$ cat config.mk
export PLATFORM = sky130hd
export DESIGN_NAME = matmul_issue_ctrl
export DESIGN_NICKNAME = d
export VERILOG_FILES = /design/src/rtl/matmul_issue_ctrl.sv
export SDC_FILE = /design/constraint.sdc
export NUM_CORES = 1
export LEC_CHECK = 0
export CORE_ASPECT_RATIO = 2
export CORE_MARGIN = 2
export CORE_UTILIZATION = 42
export CTS_BUF_LIST = sky130_fd_sc_hd__clkbuf_4 sky130_fd_sc_hd__clkbuf_8 sky130_fd_sc_hd__clkbuf_16
export DETAILED_ROUTE_END_ITERATION = 16
export PLACE_DENSITY = 0.86
export REMOVE_ABC_BUFFERS = 1
export SYNTH_ARGS = -nofsm -noshare
export SYNTH_HDL_FRONTEND = slang
export SYNTH_SLANG_ARGS = --single-unit
export TNS_END_PERCENT = 10
$ cat constraint.sdc
create_clock -name clk -period 4.48 [get_ports clk]
set_clock_uncertainty 0.2 [all_clocks]
set_input_delay 1.12 -clock clk [delete_from_list [all_inputs] [get_ports clk]]
set_output_delay 1.12 -clock clk [all_outputs]
set_load 0.03 [all_outputs]
$ cat src/rtl/matmul_issue_ctrl.sv
// ============================================================================
// matmul_issue_ctrl: two-requester round-robin issue/sequence controller for
// the 8x8 matmul block, with beat tracking, watchdog and tagged response.
// Revision: 1.0
// ============================================================================
`default_nettype none

module matmul_issue_ctrl #(
  parameter int REGIDWIDTH   = 8,
  parameter int MASK_WIDTH   = 8,
  parameter int MAT_MUL_SIZE = 8,
  parameter int TIMEOUT      = 255
) (
  input  logic                      clk,
  input  logic                      reset,
  input  logic [1:0]                req_valid,
  output logic [1:0]                req_ready,
  input  logic [2*REGIDWIDTH-1:0]   req_dst,
  input  logic [2*4*MASK_WIDTH-1:0] req_masks,
  output logic                      mm_start,
  input  logic                      mm_in_progress,
  input  logic                      mm_c_data_available,
  output logic [MASK_WIDTH-1:0]     mm_mask_a_rows,
  output logic [MASK_WIDTH-1:0]     mm_mask_a_cols,
  output logic [MASK_WIDTH-1:0]     mm_mask_b_rows,
  output logic [MASK_WIDTH-1:0]     mm_mask_b_cols,
  output logic                      rsp_valid,
  input  logic                      rsp_ready,
  output logic                      rsp_id,
  output logic [REGIDWIDTH-1:0]     rsp_dst,
  output logic                      rsp_err,
  output logic                      busy
);

  localparam int TW = $clog2(TIMEOUT + 1);
  localparam int BW = $clog2(MAT_MUL_SIZE + 1);
  localparam int CW = 4 * MASK_WIDTH;
  localparam logic [TW-1:0] TIMER_LIMIT = TW'(TIMEOUT);
  localparam logic [BW-1:0] BEATS_FULL  = BW'(MAT_MUL_SIZE);
  localparam logic [TW-1:0] START_SKIP  = TW'(2);

  typedef enum logic [2:0] {
    S_IDLE   = 3'd0,
    S_LAUNCH = 3'd1,
    S_RUN    = 3'd2,
    S_DRAIN  = 3'd3,
    S_RESP   = 3'd4
  } state_t;

  state_t          state, state_next;
  logic            last_grant;
  logic [BW-1:0]   beat_cnt;
  logic [TW-1:0]   timer;

  logic            any_valid;
  logic            grant;
  logic [CW-1:0]   sel_masks;
  logic [BW-1:0]   beat_next;
  logic [TW-1:0]   timer_inc;
  logic            timeout_hit;

  assign any_valid   = |req_valid;
  assign grant       = (&req_valid) ? ~last_grant : req_valid[1];
  assign sel_masks   = grant ? req_masks[2*CW-1:CW] : req_masks[CW-1:0];
  assign beat_next   = (mm_c_data_available && (beat_cnt != BEATS_FULL)) ?
                       beat_cnt + 1'b1 : beat_cnt;
  // Watchdog fires on the cycle whose increment would reach the limit.
  assign timer_inc   = timer + 1'b1;
  assign timeout_hit = (timer_inc == TIMER_LIMIT);

  assign rsp_valid = (state == S_RESP);
  assign busy      = (state != S_IDLE);

  always_comb begin
    state_next = state;
    req_ready  = 2'b00;
    mm_start   = 1'b0;
    case (state)
      S_IDLE: begin
        if (any_valid) begin
          req_ready  = grant ? 2'b10 : 2'b01;
          state_next = S_LAUNCH;
        end
      end
      S_LAUNCH: begin
        mm_start   = 1'b1;
        state_next = S_RUN;
      end
      S_RUN: begin
        if (timeout_hit) begin
          state_next = S_RESP;
        end else if (!mm_in_progress && (timer >= START_SKIP)) begin
          state_next = (beat_next == BEATS_FULL) ? S_RESP : S_DRAIN;
        end
      end
      S_DRAIN: begin
        if (timeout_hit || (beat_next == BEATS_FULL)) begin
          state_next = S_RESP;
        end
      end
      S_RESP: begin
        if (rsp_ready) begin
          state_next = S_IDLE;
        end
      end
      default: state_next = S_IDLE;
    endcase
  end

  always_ff @(posedge clk) begin
    if (reset) begin
      state          <= S_IDLE;
      last_grant     <= 1'b1;
      beat_cnt       <= '0;
      timer          <= '0;
      mm_mask_a_rows <= '0;
      mm_mask_a_cols <= '0;
      mm_mask_b_rows <= '0;
      mm_mask_b_cols <= '0;
      rsp_id         <= 1'b0;
      rsp_dst        <= '0;
      rsp_err        <= 1'b0;
    end else begin
      state <= state_next;
      case (state)
        S_IDLE: begin
          if (any_valid) begin
            mm_mask_a_rows <= sel_masks[CW-1 -: MASK_WIDTH];
            mm_mask_a_cols <= sel_masks[3*MASK_WIDTH-1 -: MASK_WIDTH];
            mm_mask_b_rows <= sel_masks[2*MASK_WIDTH-1 -: MASK_WIDTH];
            mm_mask_b_cols <= sel_masks[MASK_WIDTH-1:0];
            rsp_dst        <= grant ? req_dst[2*REGIDWIDTH-1:REGIDWIDTH]
                                    : req_dst[REGIDWIDTH-1:0];
            rsp_id         <= grant;
            last_grant     <= grant;
            beat_cnt       <= '0;
            timer          <= '0;
            rsp_err        <= 1'b0;
          end
        end
        S_RUN, S_DRAIN: begin
          timer    <= timer_inc;
          beat_cnt <= beat_next;
          if (state_next == S_RESP) begin
            rsp_err <= timeout_hit;
          end
        end
        default: ;
      endcase
    end
  end

endmodule

`default_nettype wire

==> metrics.yaml <==
required_ps: 3160
nFillCells: 403
die_w_um: 58.3
crit_path_start_kind: "primary input"
synth-seq-cells: 58
cts.hold.buffers_added: 0
worstMarginPinSlew_ps: 666
postSynthAreaPerCell_um2: 9.12
drc: 0
dieArea_um2: 6550
p_leak_uw: 0.00152
rsz0062_at_grt: "no"
synth-edff-count: 0
ys_async_sr_fraction_pct: 0
ios: 134
max-cap-violations: 0
worst_setup_path_end_kind: "primary output"
multiInputGateArea_um2: 1210
drive_gt1_share_pct: 7.48
clk_latency_ps: 320
hold_depth: 2
status: "complete, no violations"
area_growth_pct: 65.8
hold_viol: 0
critical_path_class: "primary input to primary output"
yosysWarnings: 0
netlist_area_um2: 2470
path_clk_slew_ps: 50
finalSetupViolCount: 0
synth-main-ff-cell: "dfxtp_1"
post_cts_buffers: 0
p_per_area_nw_per_um2: 423
r2r.worst_path.cells: 6
r2r_slack_ps: 2100
seqCellArea_um2: 1160
ctsHtreeMaxLevel: 3
start_util_pct: 43.3
hp-class: "flip-flop to flip-flop"
fin_nets: 490
wl_per_cell_um: 18.5
cts_inserted_buffers: 9
drtPass1Iterations: 6
clockBufferDepth: 2
min_period_ps: 3470
first_global_vias: 2863
grt_overflow: 0
seq_area_frac_synth_pct: 47.0
drt-initial-drc-count: 274
num_rows: 39
cts_resized: 0
cts.sink_count: 58
crit_path_max_fanout: 3
cts_tree: "yes"
core_um2: 5710
timing.rr.end: "state[0]$_SDFF_PP0_"
track_usage_pct: 26.7
die_h_um: 113
gp_congestion: 0.779
hold_end: "rsp_dst[0]$_SDFFE_PP0P_"
port-buffer-count: 133
routed_wl_um: 8530
grt_pass1_wl_um: 13400
root_buffer: "clkbuf_16"
worstPathArrival_ps: 2150
vias_per_cell: 6.02
worstHoldStart: "rsp_dst[0]$_SDFFE_PP0P_"
synthCells: 271
grt_max_degree: 43
post-route-period-util_pct: 77.4
diodes: 0
vdd_drop_max_mv: 0.344
num_vias: 2783
antenna_found_initial: 0
r2r_start: "timer[1]$_SDFFE_PP0P_"
fmax_ghz: 0.288
yosysUniqueCellTypes: 39
fin_util_pct: 71.8
max_slew_margin_pct: 55.6
antenna_left: 0
report.final.slew_viol_count: 0
fin_tns_setup_ps: 0
dp_hpwl_um: 5980
[metrics by stage]
step | hold WS [ps] | instances | setup slack, ps | power [µW] | instance area (µm²)
detailed placement | 288 | 448 | 1040 | 1110 | 3830
global route | 323 | 462 | 949 | 1790 | 4100
CTS | 304 | 462 | 1010 | 1740 | 4100
finish | 299 | 462 | 1010 | 1730 | 4100
global placement | 276 | 448 | 1020 | 1100 | 3830
floorplan | 265 | 249 | 364 | 865 | 2380
[routing by layer]
layer  routed length [µm]  GRT usage [%]  up-vias
met4                  318           13.8        0
li1                     -              -     1296
met5                    0              0        -
met1                 2960           26.6     1331
met3                  658           9.22       24
met2                 4590           47.1      132
[how the worst max path moves through the flow]
stage,startpoint,to,slack (ps),depth (start not counted)
2_1_floorplan,req_valid[1],req_ready[0],360,3
3_3_place_gp,req_valid[1],req_ready[0],1020,5
3_5_place_dp,req_valid[0],req_ready[0],1040,4
4_1_cts,req_valid[0],req_ready[0],1010,4
5_1_grt,req_valid[0],req_ready[0],950,4
6_report,req_valid[0],req_ready[0],1010,4
[where the power goes]
part / total [µW] / switching, µW / internal, µW
clock network: 622 / 216 / 407
logic: 506 / 277 / 229
registers: 604 / 35.3 / 569
total: 1730 / 528 / 1200
[registers in the layout, summed over array words and instances (netlist names)]
register / cells
last_grant: 1
rsp_err: 1
mm_mask_a_cols: 8
mm_mask_a_rows: 8
rsp_dst: 8
mm_mask_b_rows: 8
beat_cnt: 4
rsp_id: 1
mm_mask_b_cols: 8
state: 3
timer: 8
[critical path, stage by stage]
cell and delay (ps):
clkdlybuf4s50_1 560, o21ai_0 130, nor2_2 140, buf_4 190
[cell usage after synthesis (all sizes together), types with 3 or more instances]
| cell type | count | share of area, % |
|---|---|---|
| a21oi | 13 | 2.6 |
| a222oi | 40 | 16 |
| a31oi | 4 | 1.0 |
| buf | 4 | 0.81 |
| clkbuf | 18 | 2.7 |
| dfxtp | 58 | 47 |
| ha | 5 | 2.5 |
| inv | 6 | 0.91 |
| nand2 | 8 | 1.2 |
| nand3 | 4 | 1.0 |
| nand3b | 4 | 1.2 |
| nand4 | 3 | 0.76 |
| nor2 | 57 | 8.7 |
| nor3 | 3 | 0.61 |
| nor3b | 3 | 0.91 |
| o21a | 3 | 0.91 |
| o21ai | 10 | 2.0 |
| xnor2 | 3 | 1.1 |
[logic make-up after synthesis]
logic type | synth area share [%]
AO/OA/AOI/OAI | 26.5
XOR/XNOR | 1.42
adder cells (fa/ha/maj) | 2.53
buffers and inverters | 4.45
flip-flops | 47.0
AND/OR/NAND/NOR | 18.1
[cell usage in the layout, fill, tap and decap left out, types with 4 or more instances in the layout]
master | Yosys | final
a31oi_1 | 4 | 4
a222oi_1 | 40 | 40
dfxtp_1 | 58 | 58
nand2_1 | 8 | 8
ha_1 | 5 | 5
clkdlybuf4s50_1 | 0 | 130
a21oi_1 | 13 | 13
clkbuf_16 | 0 | 9
inv_1 | 6 | 6
nor2_1 | 57 | 56
nand3b_1 | 4 | 4
buf_4 | 0 | 7
clkbuf_4 | 0 | 4
o21ai_0 | 10 | 10
[cell type report]
cell class	instances	share of cell area (%)
Clock buffer	14	6.56
Inverter	6	0.549
Multi-Input combinational cell	185	29.5
Sequential cell	58	28.3
Tap cell	61	1.86
Timing Repair Buffer	138	33.2
(Power assumes the default switching activity.)
